**config.mk**
```make
export PLATFORM = sky130hd
export DESIGN_NAME = aes_spi_responder
export DESIGN_NICKNAME = d
export VERILOG_FILES = /design/src/rtl/aes_spi_responder_pkg.sv /design/src/rtl/aes_spi_responder_shift_reg.sv /design/src/rtl/aes_spi_responder.sv
export SDC_FILE = /design/constraint.sdc
export NUM_CORES = 1
export LEC_CHECK = 0
export CORE_MARGIN = 5
export CORE_UTILIZATION = 50
export CTS_BUF_LIST = sky130_fd_sc_hd__clkbuf_8
export CTS_CLUSTER_DIAMETER = 60
export DETAILED_ROUTE_END_ITERATION = 6
export PLACE_DENSITY = 0.85
export SYNTH_ARGS = -nofsm -noshare
export SYNTH_HDL_FRONTEND = slang
export SYNTH_SLANG_ARGS = --single-unit
```
**constraint.sdc**
```tcl
create_clock -name clk -period 20 [get_ports clk]
set_input_delay 2 -clock clk [delete_from_list [all_inputs] [get_ports clk]]
set_output_delay 2 -clock clk [all_outputs]
set_load 0.02 [all_outputs]
```
**src/rtl/aes_spi_responder_pkg.sv**
```systemverilog
// Shared definitions for the AES SPI responder: FSM state encoding,
// block/counter widths and the RX frame length helper.
package aes_spi_responder_pkg;

  localparam int unsigned BLOCK_BITS = 128;
  localparam int unsigned CNT_W      = 9;

  typedef enum logic [2:0] {
    IDLE  = 3'd0,
    RX    = 3'd1,
    START = 3'd2,
    WAIT  = 3'd3,
    MARK  = 3'd4,
    TX    = 3'd5,
    DONE  = 3'd6
  } state_t;

  // Bits in one received frame: data block followed by an Nk-word key.
  function automatic int unsigned frame_bits(input int unsigned nk);
    return BLOCK_BITS + nk * 32;
  endfunction

endpackage

```
**src/rtl/aes_spi_responder_shift_reg.sv**
```systemverilog
// Generic MSB-first shift register with parallel load; used for both the
// receive frame and the transmit result.
module spi_shift_reg #(
  parameter int unsigned WIDTH = 128
) (
  input  logic             clk,
  input  logic             rst,
  input  logic             shift_en,
  input  logic             load_en,
  input  logic [WIDTH-1:0] load_val,
  input  logic             sin,
  output logic [WIDTH-1:0] q
);

  // Parallel load wins over shift; shift moves toward the MSB, new bit at LSB.
  always_ff @(posedge clk or posedge rst) begin
    if (rst) begin
      q <= '0;
    end else if (load_en) begin
      q <= load_val;
    end else if (shift_en) begin
      q <= {q[WIDTH-2:0], sin};
    end
  end

endmodule

```
**src/rtl/aes_spi_responder.sv**
```systemverilog
// SPI slave endpoint for an AES core: receives data block + key on SDI,
// launches the core, and returns a marker bit followed by the 128-bit
// result on SDO. CS high aborts any frame in progress.
module aes_spi_responder
  import aes_spi_responder_pkg::*;
#(
  parameter int unsigned Nk = 4,
  parameter int unsigned Nr = 10
) (
  input  logic                  clk,
  input  logic                  rst,
  input  logic                  CS,
  input  logic                  SDI,
  output logic                  SDO,
  output logic                  core_start,
  output logic [BLOCK_BITS-1:0] core_data,
  output logic [Nk*32-1:0]      core_key,
  input  logic                  core_done,
  input  logic [BLOCK_BITS-1:0] core_result,
  output logic                  busy
);

  localparam int unsigned FRAME_BITS = frame_bits(Nk);
  localparam int unsigned KEY_BITS   = Nk * 32;
  localparam logic [CNT_W-1:0] RX_LAST = CNT_W'(FRAME_BITS - 1);
  localparam logic [CNT_W-1:0] TX_LAST = CNT_W'(BLOCK_BITS - 1);

  state_t                  state, state_d;
  logic [CNT_W-1:0]        cnt, cnt_d;
  logic                    sdo_d;
  logic                    rx_shift, tx_shift, tx_load, core_load;
  logic [FRAME_BITS-1:0]   rx_q, rx_frame;
  logic [BLOCK_BITS-1:0]   tx_q;

  spi_shift_reg #(.WIDTH(FRAME_BITS)) u_rx (
    .clk      (clk),
    .rst      (rst),
    .shift_en (rx_shift),
    .load_en  (1'b0),
    .load_val ('0),
    .sin      (SDI),
    .q        (rx_q)
  );

  spi_shift_reg #(.WIDTH(BLOCK_BITS)) u_tx (
    .clk      (clk),
    .rst      (rst),
    .shift_en (tx_shift),
    .load_en  (tx_load),
    .load_val (core_result),
    .sin      (1'b0),
    .q        (tx_q)
  );

  // The last frame bit is captured into core_data/core_key on the same edge
  // it is sampled, so the latch uses the shifted value rather than rx_q.
  assign rx_frame   = {rx_q[FRAME_BITS-2:0], SDI};
  assign core_start = (state == START);
  assign busy       = (state != IDLE);

  // Next-state, counter, shift control and registered-SDO value.
  always_comb begin
    state_d   = state;
    cnt_d     = cnt;
    sdo_d     = 1'b0;
    rx_shift  = 1'b0;
    tx_shift  = 1'b0;
    tx_load   = 1'b0;
    core_load = 1'b0;
    case (state)
      IDLE: begin
        if (!CS) begin
          rx_shift = 1'b1;
          cnt_d    = CNT_W'(1);
          state_d  = RX;
        end
      end
      RX: begin
        if (CS) begin
          state_d = IDLE;
          cnt_d   = '0;
        end else begin
          rx_shift = 1'b1;
          cnt_d    = cnt + CNT_W'(1);
          if (cnt == RX_LAST) begin
            core_load = 1'b1;
            state_d   = START;
          end
        end
      end
      START: begin
        if (CS) begin
          state_d = IDLE;
          cnt_d   = '0;
        end else begin
          state_d = WAIT;
        end
      end
      WAIT: begin
        if (CS) begin
          state_d = IDLE;
          cnt_d   = '0;
        end else if (core_done) begin
          tx_load = 1'b1;
          sdo_d   = 1'b1;
          cnt_d   = '0;
          state_d = MARK;
        end
      end
      MARK: begin
        if (CS) begin
          state_d = IDLE;
          cnt_d   = '0;
        end else begin
          sdo_d    = tx_q[BLOCK_BITS-1];
          tx_shift = 1'b1;
          cnt_d    = '0;
          state_d  = TX;
        end
      end
      TX: begin
        if (CS) begin
          state_d = IDLE;
          cnt_d   = '0;
        end else if (cnt == TX_LAST) begin
          state_d = DONE;
        end else begin
          sdo_d    = tx_q[BLOCK_BITS-1];
          tx_shift = 1'b1;
          cnt_d    = cnt + CNT_W'(1);
        end
      end
      DONE: begin
        if (CS) begin
          state_d = IDLE;
          cnt_d   = '0;
        end
      end
      default: begin
        state_d = IDLE;
        cnt_d   = '0;
      end
    endcase
  end

  // FSM state, bit counter and registered SDO.
  always_ff @(posedge clk or posedge rst) begin
    if (rst) begin
      state <= IDLE;
      cnt   <= '0;
      SDO   <= 1'b0;
    end else begin
      state <= state_d;
      cnt   <= cnt_d;
      SDO   <= sdo_d;
    end
  end

  // Latched operands for the core; held across aborts.
  always_ff @(posedge clk or posedge rst) begin
    if (rst) begin
      core_data <= '0;
      core_key  <= '0;
    end else if (core_load) begin
      core_data <= rx_frame[FRAME_BITS-1 -: BLOCK_BITS];
      core_key  <= rx_frame[KEY_BITS-1:0];
    end
  end

endmodule

```
Yosys cells after proc, flatten, opt, wreduce, memory -nomap -nowiden. Index checks and enable logic that the tools add are counted.

Register bits after elaboration: 652. Logic and storage cells: 66.

Add/subtract/negate cells: 1. Eq/ne operators: 15. Mux-type cells: 36. Reduce and logical (&&, ||, !) cells: 7.

Operators with widths (number): $mux W128 (2); $mux W9 (7); $pmux W9 S5 (1); $mux W3 (9); $pmux W3 S7 (1); $mux W1 (13); $ne A3 B3 Y1 const B (4); $add A9 B1 Y9 const B (1); $eq A3 B3 Y1 const B (3); $eq A9 B7 Y1 const B (1); $eq A9 B8 Y1 const B (1); $eq A3 B2 Y1 const B (2); $reduce_and A5 Y1 (1); $ne A2 B2 Y1 const B (2); $reduce_and A4 Y1 (1); $reduce_or A2 Y1 (2); $eq A3 B1 Y1 const B (1); $logic_not A3 Y1 (1); $pmux W1 S3 (1); $reduce_bool A3 Y1 (1); $mux W2 (1); $ne A2 B1 Y1 const B (1); $pmux W1 S2 (1); $reduce_bool A2 Y1 (1).

Logic depth before layout (Yosys ltp). Gate-level depths: netlist of the first run.

Word-level depth: 6. Gate-level depth with buffers: 10. Mapped depth without buffers: 9.

Modules after synthesis. A second synthesis of the first run with hierarchy kept.

Cell total of the unflattened synthesis: 2305. Area, all modules: 28198.3 µm².

Modules (own cells, without submodules): spi_shift_reg at u_rx (times used 1, cells each 1111, area each 11896.4 µm²); aes_spi_responder (times used 1, cells each 639, area each 10349.9 µm²); spi_shift_reg at u_tx (times used 1, cells each 555, area each 5952.0 µm²).

Worst setup path after synthesis of the first run. OpenSTA, ideal clock, no wires.

Kind: input to register. Start: in CS. End: reg core_key[18]. Setup time: 0.125 ns. Arrival time: 3.500 ns. Data required time: 19.875 ns. Setup slack: 16.376 ns. Cell stages on the path: 7. Buffers on the path: 4. Cells stage by stage: clkbuf_1 nor3_1 and3_1 clkbuf_1 buf_2 buf_2 mux2_2.

Longest elaborated chain between the ends: 2.

Ends and longest elaborated chain: from (decl) (RTL line aes_spi_responder.sv:12) `input logic CS,`; $mux W1 (RTL line aes_spi_responder.sv:79) `if (CS) begin`; $mux W1 (RTL line aes_spi_responder.sv:70) `case (state)`; to (signal assigned) (RTL line aes_spi_responder.sv:166) `core_key <= rx_frame[KEY_BITS-1:0];`; to (decl) (RTL line aes_spi_responder.sv:17) `output logic [Nk*32-1:0] core_key,`.

No other way between the ends. A chain may end at the register's enable or synchronous reset.

Worst setup path after layout of the first run.
Start: in CS. End: reg core_data[93].

Longest elaborated chain between the ends: 2.

Ends and longest elaborated chain: $mux W1 (RTL line aes_spi_responder.sv:79); $mux W1 (RTL line aes_spi_responder.sv:70); to (signal assigned) (RTL line aes_spi_responder.sv:165) `core_data <= rx_frame[FRAME_BITS-1 -: BLOCK_BITS];`; to (decl) (RTL line aes_spi_responder.sv:16) `output logic [BLOCK_BITS-1:0] core_data,`.

No other way between the ends.

==> results.md, run 1 <==
- Worst setup EP type: flip-flop
- Pwr Density: slightly below 100 nW/um2
- Final ANT Viol Nets: 0
- Synthesized flop and latch total: between 600 and 700
- Post-synth net total: between 1500 and 2000
- Register area share after synthesis: 64.1%
- Max Slew Vio Count: 0
- Top cell by count, worst path: buf_4
- Die width: between 200 and 250 um
- Max clock buf depth: 3
- Commonest non-fill, non-tap cell in the layout: dfrtp_1
- Fin. Hold Viols: 0
- Post-CTS Hold Buffers: 0
- IO Pins: 392
- Worst hold margin: between 400 and 500 ps
- Number of global-route vias before repair: approximately 16000
- Placer Congestion: 0.863
- Yosys cell types: 38
- Run status: completed
- Fin Clk Skew: 23.4 ps
- R2r worst-path depth: 6
- Area after DPL: approximately 30000 um2
- CTS tree: yes
- Tcrit/Tclk final: between 20% and 30%
- YS warnings: 0
- Post-CTS resize count: 0
- Grt ovf: 0
- Leakage: between 10 and 15 nW
- Reg2Reg Setup Slack: ~16000 ps
- Area Growth Syn to Fin: 26.0%
- Peak VDD IR: approximately 0.060 mV
- Design Area, Final: about 32000 um2
- Post-CTS Setup Repair Bufs: 0
- Crit-path max FO: 75
- DR WL/cell: around 19 um
- MaxCap Viol Count: 0
- Root buffer cell: clkbuf_8
- DRC Markers: 0
- Worst slew margin: between 20% and 30%
- Inserted Clock Buffers: roughly 100
- DR vias: around 15000
- DRT Wirelength: 55.7 mm
- Setup TNS Final: 0 ps
- Worst EP arrival: between 6000 and 7000 ps
- DR pass1 iterations: 4
- Die ar.: 55500 um2
- Layout cell share with drive strength beyond 1: between 30% and 40%
- RSZ-0062 raised after global routing: no
- CORE AREA: approximately 50000 um2
- Commonest cells after routing, fill and taps aside: dfrtp_1 (652), mux2_2 (512), clkdlybuf4s50_1 (391), clkbuf_8 (139), nand2_1 (137)
- # rows: just over 80
- Fraction of registers with async set/reset: 100%
- Cells after synthesis: 1728
- Maximum clock frequency: about 180 MHz
- Hold Crit Class: flip-flop to flip-flop
- Vias per cell: between 5 and 6
- Slew @ Worst Pin: 1130 ps
- Slowest CP cell: buf_4
- Reg2reg start: state[2]
- Number of I/O port buffers: around 400
- First-pass GRT wire length: between 90 and 100 mm
- CP Launch Type: primary input
- Setup violators final: 0
- CTS sink cnt: approximately 650
- CP delay by family, top: buffers and inverters
- CP max stage delay: 850 ps
- Hold path cells: 2
- WHS Endpoint: u_tx.q[111]
- Synthesized area: roughly 25000 um2
- Most used DFF post-synth: dfrtp_1
- Crit path kind: primary input to flip-flop
- Worst Path Buf+Inv: 4
- Gr usage total: roughly 20%
- R2r endpoint: core_data[93]
- Clk slew on worst S/H paths: 60 ps
- Die Ht: 236 um
- Worst-Skew Late Latency: 680 ps
- Final worst slack: approximately 14000 ps
- Initial core utilization: approximately half
- EDFF count, synth: 0
- Min-delay src: u_tx.q[111]
- Pre-CTS WS: between 10000 and 15000 ps
- DRT iter0 DRCs: 874
- CP Data Required Time: between 20000 and 25000 ps
- Ant diodes: 0
- Final min period: ~5700 ps
- Total Nets Final: 2271
- Syn Area/Cell: ~15 um2
- Largest net degree at the start of global routing: about 260
- CTS H-tree lvls: 3
- DPL Wire Length: 36.4 mm
- Initial antenna violation count: 0
- CP cell instances: clkdlybuf4s50_1, nor3_2, buf_4, and3_4, buf_4, buf_4, mux2_2
worst max-delay path by stage:
stage	start	to	slack [ps]	cells past startpoint
floorplan	rst	SDO	9090	1
global placement	CS	core_data[50]	13670	7
detailed placement	CS	core_data[79]	13580	7
CTS	CS	core_data[93]	14300	7
global route	rst	u_tx.q[16]	14010	6
finish	CS	core_data[93]	14290	7
cell type report:
class | instances | area, um2
well taps | 672 | 841
repair buffers | 407 | 4070
clock buffers | 139 | 1910
fillers | 3593 | 18200
multi-input cells | 965 | 8610
clock inverters | 43 | 268
inverters | 7 | 30.0
flip-flops and latches | 652 | 16300
worst min-delay path: cells and delay by family, from the launching register on:
| family | cells | cell delay (ps) |
|---|---|---|
| AND/OR/NAND/NOR | 1 | 40 |
| AO/OA/AOI/OAI | 1 | 60 |
| flip-flops | 1 | 340 |
routing by layer:
layer	share of wire (%)	routed length [um]	GRT usage, %
met1	43	24100	26.6
met2	47	26200	31.4
met3	7.0	3900	6.42
met4	2.7	1510	6.86
met5	0	0	0
stage by stage:
stage          power [W]  std cells  utilization (%)
6_report         0.00312       2885             63.8
5_1_grt          0.00329       2885             63.8
4_1_cts          0.00316       2885             63.8
3_5_place_dp     0.00199       2703             59.4
3_3_place_gp     0.00196       2703             59.4
2_1_floorplan    0.00187       1728                -
state kept, by name, indices dropped and copies added (netlist names):
signal	count
u_rx.q	255
core_data	128
core_key	128
u_tx.q	128
cnt	9
SDO	1
state	3
where the power goes:
part           internal, W  leakage [nW]  switching [W]
clock             0.000655          1.23       0.000502
sequential         0.00146          9.06      0.0000871
combinational     0.000190          4.70       0.000235
total              0.00230          15.0       0.000824
cell families (layout without fill, tap and decap cells):
family / after synthesis / after routing / share of synthesized area (%)
AND/OR/NAND/NOR: 168 / 168 / 2.75
XOR/XNOR: 1 / 1 / 0.0344
multiplexers: 639 / 639 / 27.7
adder cells (fa/ha/maj): 2 / 2 / 0.0983
AO/OA/AOI/OAI: 155 / 155 / 3.20
buffers and inverters: 111 / 596 / 2.14
flip-flops: 652 / 652 / 64.1
Yosys cell counts, types with 2 or more instances:
library cell    n  area [um2]
and3_1          2        12.5
nor3_1          3        15.0
a22o_1          2        17.5
nor2_1          7        26.3
nand3_1         4        20.0
o21ai_1        18        90.1
mux2i_1       127        1270
or3_1           3        18.8
buf_6           7        78.8
dfrtp_1       652       16300
o31ai_1         2        15.0
or4_1           2        15.0
buf_2          57         285
nor3b_1         2        15.0
o21ai_0       120         601
mux2_2        512        5770
nand2_1       137         514
ha_1            2        25.0
or2_2           2        12.5
inv_1           7        26.3
clkbuf_1       38         143
a21oi_1         6        30.0
No activity file was read; power rests on OpenSTA's default activity.
==> run 2, diff against run 1 <==
--- a/config.mk
+++ b/config.mk
@@ -6,11 +6,11 @@
 export NUM_CORES = 1
 export LEC_CHECK = 0
 export CORE_MARGIN = 5
-export CORE_UTILIZATION = 50
+export CORE_UTILIZATION = 56
 export CTS_BUF_LIST = sky130_fd_sc_hd__clkbuf_8
 export CTS_CLUSTER_DIAMETER = 60
 export DETAILED_ROUTE_END_ITERATION = 6
-export PLACE_DENSITY = 0.85
+export PLACE_DENSITY = 0.89
 export SYNTH_ARGS = -nofsm -noshare
 export SYNTH_HDL_FRONTEND = slang
 export SYNTH_SLANG_ARGS = --single-unit
==> constraint.sdc (replaced) <==
create_clock -name clk -period 5.6 [get_ports clk]
set_input_delay 0.56 -clock clk [delete_from_list [all_inputs] [get_ports clk]]
set_output_delay 0.56 -clock clk [all_outputs]
set_load 0.02 [all_outputs]
==> run 2 against run 1 <==
Via count up 0.34%. Combinational power rose to 3.6 times the previous value. Register-to-register slack worse by 13000 ps. Critical path depth unchanged. Critical path type is now flip-flop to flip-flop. First-iteration DRC count up 11%.
==> results.md, run 2 (synthesis results as in run 1) <==
- Highest routed layer: met4
- Number of flip-flops in the largest register: 255 (unchanged)
- Initial antenna violation count: 0 (unchanged)
- Grt ovf: 0 (unchanged)
- Clk slew on worst S/H paths: 60 ps (about the same)
- Pwr Density: 343 nW/um2 (+250%)
- Combinational share of power: 13.9% (+0.3 points)
- RSZ-0062 raised after global routing: no
- Met3 WL: 4.47 mm (+14%)
- Initial core utilization: 56.3% (+5.7 points)
- First-pass GRT wire length: 92.5 mm (+1.8%)
- DR WL/cell: 20.3 um (+5.3%)
- CP delay by family, top: simple AND/OR/NAND/NOR gates
- Biggest register: u_rx.q
- Setup TNS Final: 0 ps (unchanged)
- Crit-path max FO: 40 (-47%)
- Switching share of power: 27.1% (+0.76 points)
- Post-CTS Hold Buffers: 0 (unchanged)
- Placer Congestion: 0.841 (-2.6%)
- Die width: 223 um (-5.3%)
- R2r worst-path depth: 7 (+1)
- Post-CTS resize count: 0 (unchanged)
- Setup violators final: 0 (unchanged)
- Seq pwr share: 50.4% (+1.0 points)
- Layout cell share with drive strength beyond 1: 31.1% (-0.21 points)
- Largest net degree at the start of global routing: 257 (unchanged)
- Number of global-route vias before repair: 16600 (+1.5%)
- MaxCap Viol Count: 0 (unchanged)
- Peak VDD IR: 0.243 mV (+310%)
- # rows: 78 (-4.9%)
- Reg2Reg Setup Slack: 2740 ps (-12880 ps)
- DRT met1 WL: 23.7 mm (-1.7%)
- Max Slew Vio Count: 0 (unchanged)
- Number of I/O port buffers: 391 (unchanged)
- Hold Crit Class: primary input to asynchronous set/reset pin
- Tcrit/Tclk final: between 50% and 60%
- Inserted Clock Buffers: 100 (-2.9%)
- Die ar.: 49800 um2 (-10%)
- Reg2reg start: cnt[0]
- Fin util: 70.6% (+6.9 points)
- Slew @ Worst Pin: 1090 ps (-36.1 ps)
- Root buffer cell: clkbuf_8
- Met2 wire length: 28.0 mm (+7.1%)
- IO Pins: 392 (unchanged)
- R2r endpoint: core_data[32]
- CP max stage delay: 630 ps (-220 ps)
- Worst-Skew Late Latency: 680 ps (about the same)
- Worst slew margin: 27.2% (+2.4 points)
- Top cell by count, worst path: ha_1
- Slowest CP cell: and3_4
- DPL Wire Length: 37.1 mm (+2.1%)
- Vias per cell: 5.39 (+2.7%)
- Final ANT Viol Nets: 0 (unchanged)
- Run status: completed
- Worst EP arrival: 3420 ps (-2840 ps)
- DRT iter0 DRCs: 971 (+11%)
- DR vias: 15200 (+0.34%)
- CP Launch Type: flip-flop
- Commonest non-fill, non-tap cell in the layout: dfrtp_1
- Post-CTS Setup Repair Bufs: 0 (unchanged)
- Max clock buf depth: 3 (unchanged)
- Final min period: approximately 2900 ps
- Fin. Hold Viols: 0 (unchanged)
- Commonest cells after routing, fill and taps aside: dfrtp_1 (652), mux2_2 (512), clkdlybuf4s50_1 (391), nand2_1 (137), mux2i_1 (127)
- Pint: 0.00798 W (+250%)
- NetSw: 0.00297 W (+260%)
- Leakage: 15.0 nW (about the same)
- Ant diodes: 0 (unchanged)
- DRC Markers: 0 (unchanged)
- Die Ht: 223 um (-5.3%)
- CP Data Required Time: 6160 ps (-14390 ps)
- Worst setup EP type: flip-flop
- CTS H-tree lvls: 3 (unchanged)
- Area after DPL: 29900 um2 (about the same)
- CORE AREA: 45200 um2 (-10%)
- Design Area, Final: 31900 um2 (-0.39%)
- DRT Wirelength: 57.3 mm (+2.9%)
- Worst Path Buf+Inv: 1 (-3)
- Fin Clk Skew: 24.6 ps (+1.24 ps)
- DR pass1 iterations: 5 (+1)
- CTS tree: yes
- Clock Power Share: 35.7% (-1.3 points)
- Crit path kind: flip-flop to flip-flop
- CP cell instances: ha_1, nand3_1, nor3_1, ha_1, and3_4, buf_4, mux2_2
- Area Growth Syn to Fin: 25.5%
- Gr usage total: 23.0% (+3.0 points)
- Maximum clock frequency: around 350 MHz
- Total Nets Final: 2275 (+0.18%)
- CTS sink cnt: 652 (unchanged)
run 2: power by group through the flow:
stage | Combinational (W) | Sequential, W | Clock [W]
floorplan | 0.00120 | 0.00548 | 0
global placement | 0.00145 | 0.00556 | 0
detailed placement | 0.00153 | 0.00559 | 0
CTS | 0.00154 | 0.00551 | 0.00401
global route | 0.00171 | 0.00557 | 0.00424
finish | 0.00153 | 0.00552 | 0.00391
run 2: worst max-delay path by stage:
stage | startpoint | to | slack (ps) | depth (start not counted)
CTS | cnt[0] | core_data[86] | 2720 | 7
floorplan | rst | SDO | -3870 | 1
global placement | CS | u_rx.q[196] | 2410 | 5
detailed placement | CS | cnt[0] | 2300 | 5
finish | cnt[0] | core_data[32] | 2740 | 7
global route | cnt[0] | core_data[100] | 2530 | 7
run 2: final cells by class:
type	instances	area, um2
sequential	652	16300
multi-input combinational	965	8610
tap	600	751
inverter	7	30.0
clock buffer	124	1710
clock inverter	56	323
fill	2804	13300
timing repair buffer	414	4190
run 2: per-layer routing:
metal / track usage [%] / vias to the layer above
met3: 7.75 / 81
met1: 29.8 / 7791
met2: 37.5 / 420
met5: 0 / -
met4: 6.54 / 0
li1: - / 6906
run 2: metrics by stage:
step                power (W)  worst slack [ps]  hold slack, ps  instances
floorplan             0.00668             -3870             445       1728
global placement      0.00701              2410             461       2638
detailed placement    0.00712              2300             469       2638
CTS                    0.0111              2720             295       2818
global route           0.0115              2530             342       2818
finish                 0.0110              2740             331       2818
run 2: worst reg2reg max path, delay by kind of cell, from the launching register on:
family,cells,cell delay [ps]
adders and majority gates,2,400
DFF,1,410
buffers and inverters,1,500
muxes,1,430
and+or+nand+nor,3,1010
==> run 3, diff against run 2 <==
==> constraint.sdc (replaced) <==
create_clock -name clk -period 2.8 [get_ports clk]
set_input_delay 0.28 -clock clk [delete_from_list [all_inputs] [get_ports clk]]
set_output_delay 0.28 -clock clk [all_outputs]
set_load 0.02 [all_outputs]
==> run 3 against run 2 <==
Sequential power grew 99%. First-iteration DRC count up 11%. Routed wire length grew 5.5%. Worst setup slack got worse by 2500 ps. Register-to-register slack lost 2400 ps. Non-clock buffer count rose by 24.
==> results.md, run 3 (synthesis results as in run 1) <==
- Die ar.: 49800 um2 (unchanged)
- Vias per cell: 5.50 (+1.9%)
- Crit-path max FO: 15 (-63%)
- DRT Wirelength: 60.4 mm (+5.5%)
- Total Nets Final: 2300 (+1.1%)
- Layout cell share with drive strength beyond 1: 32.0% (+0.93 points)
- Layout fillers: 2730 (-2.6%)
- Placer Congestion: 0.891 (+5.9%)
- Reg2reg start: cnt[0]
- Total power: 0.0228 W (+110%)
- DPL Wire Length: 39.5 mm (+6.3%)
- Number of I/O port buffers: 391 (unchanged)
- MaxCap Viol Count: 0 (unchanged)
- DRC Markers: 0 (unchanged)
- Number of flip-flops in the largest register: 255 (unchanged)
- Pwr Density: 700 nW/um2 (+100%)
- Ant diodes: 0 (unchanged)
- CTS H-tree lvls: 3 (unchanged)
- CTS sink cnt: 652 (unchanged)
- Slowest CP cell: dfrtp_1
- DR pass1 iterations: 5 (unchanged)
- Commonest cells after routing, fill and taps aside: dfrtp_1 (652), mux2_2 (512), clkdlybuf4s50_1 (391), nand2_1 (137), clkbuf_8 (130)
- Die Ht: 223 um (unchanged)
- Crit path kind: flip-flop to primary output
- Slew @ Worst Pin: 583 ps (-508 ps)
- Fin util: 71.9% (+1.3 points)
- R2r endpoint: core_data[13]
- Leakage: 15.2 nW (+1.7%)
- RSZ-0062 raised after global routing: no
- Gr usage total: 24.4% (+1.4 points)
- Fin. Hold Viols: 0 (unchanged)
- R2r worst-path depth: 8 (+1)
- Post-CTS Setup Repair Bufs: 0 (unchanged)
- Biggest register: u_rx.q
- Max clock buf depth: 3 (unchanged)
- Root buffer cell: clkbuf_8
- First-pass GRT wire length: 97.6 mm (+5.5%)
- Final ANT Viol Nets: 0 (unchanged)
- Tcrit/Tclk final: between 90% and 100%
- CP Launch Type: flip-flop
- Die width: 223 um (unchanged)
- DR WL/cell: 21.2 um (+4.5%)
- Max Slew Vio Count: 0 (unchanged)
- CP Data Required Time: 2520 ps (-3640 ps)
- Final min period: roughly 2600 ps
- Pre-CTS WS: 437 ps (-1870 ps)
- Largest net degree at the start of global routing: 112 (-56%)
- Worst setup EP type: primary output
- CORE AREA: 45200 um2 (unchanged)
- Run status: completed
- CTS tree: yes
- Peak VDD IR: 0.421 mV (+73%)
- Reg2Reg Setup Slack: 380 ps (-2360 ps)
- Inserted Clock Buffers: 101 (+1.0%)
- Setup violators final: 0 (unchanged)
- Final worst slack: 225 ps (-2510 ps)
- IO Pins: 392 (unchanged)
- Area Growth Syn to Fin: 27.7%
- Number of global-route vias before repair: 17400 (+4.6%)
- Post-CTS Hold Buffers: 0 (unchanged)
- DR vias: 15600 (+2.8%)
- Initial antenna violation count: 1 (+1)
- Initial core utilization: 56.3% (unchanged)
- Hold Crit Class: primary input to asynchronous set/reset pin
- Clk slew on worst S/H paths: 60 ps (about the same)
- Non-Filler Instances: 2844 (+0.92%)
- Commonest non-fill, non-tap cell in the layout: dfrtp_1
- # placed instances: 2662 (+0.91%)
- Fin Clk Skew: 20.5 ps (-4.16 ps)
- CP cell instances: inv_1, nand2_1, clkdlybuf4s50_1
- Maximum clock frequency: just under 400 MHz
- # rows: 78 (unchanged)
- DRT iter0 DRCs: 1077 (+11%)
- Grt ovf: 0 (unchanged)
- Worst slew margin: 61.1% (+34 points)
- CP max stage delay: 690 ps (+60 ps)
- Post-CTS resize count: 0 (unchanged)
- Worst-Skew Late Latency: 670 ps (about the same)
- Worst EP arrival: 2300 ps (-1120 ps)
-- run 3: worst max-delay path by stage --
stage / start / end / slack, ps / cells after the start
after CTS: state[2] / busy / 180 / 3
after global routing: state[2] / busy / 100 / 3
after detailed placement: CS / core_data[5] / 440 / 6
after global placement: CS / core_data[6] / 460 / 6
after floorplan: rst / SDO / -6390 / 1
final: state[2] / busy / 220 / 3
-- run 3: through the flow --
| stage | cell area, um2 | hold slack (ps) | TNS (ps) |
|---|---|---|---|
| floorplan | 25400 | 413 | -4166660 |
| global placement | 30300 | 461 | 0 |
| detailed placement | 30300 | 470 | 0 |
| CTS | 32500 | 3.48 | 0 |
| global route | 32500 | 37.0 | 0 |
| finish | 32500 | 43.7 | 0 |
-- run 3: per-layer routing --
layer	wire length (um)	vias to the layer above	track usage, %
met5	13	-	0
met4	1660	2	8.40
met3	4310	104	7.17
met2	29600	498	39.8
met1	24800	8046	31.7
li1	-	6978	-
-- run 3: layout make-up --
| class | instances | area (um2) | area share [%] |
|---|---|---|---|
| well taps | 600 | 751 | 2.31 |
| multi-input cells | 965 | 8610 | 26.5 |
| repair buffers | 438 | 4590 | 14.1 |
| clock buffers | 130 | 1790 | 5.51 |
| clock inverters | 52 | 402 | 1.24 |
| inverters | 7 | 30.0 | 0.0924 |
| flip-flops and latches | 652 | 16300 | 50.2 |
-- run 3: critical path: cells and delay by family (launching register included) --
family | cells | cell delay, ps
buf+inv | 2 | 770
flops | 1 | 690
simple gates | 1 | 150
-- run 3: where the power goes --
part / switching, W / internal, W
registers: 0.000649 / 0.0104
clock network: 0.00376 / 0.00473
logic: 0.00174 / 0.00148
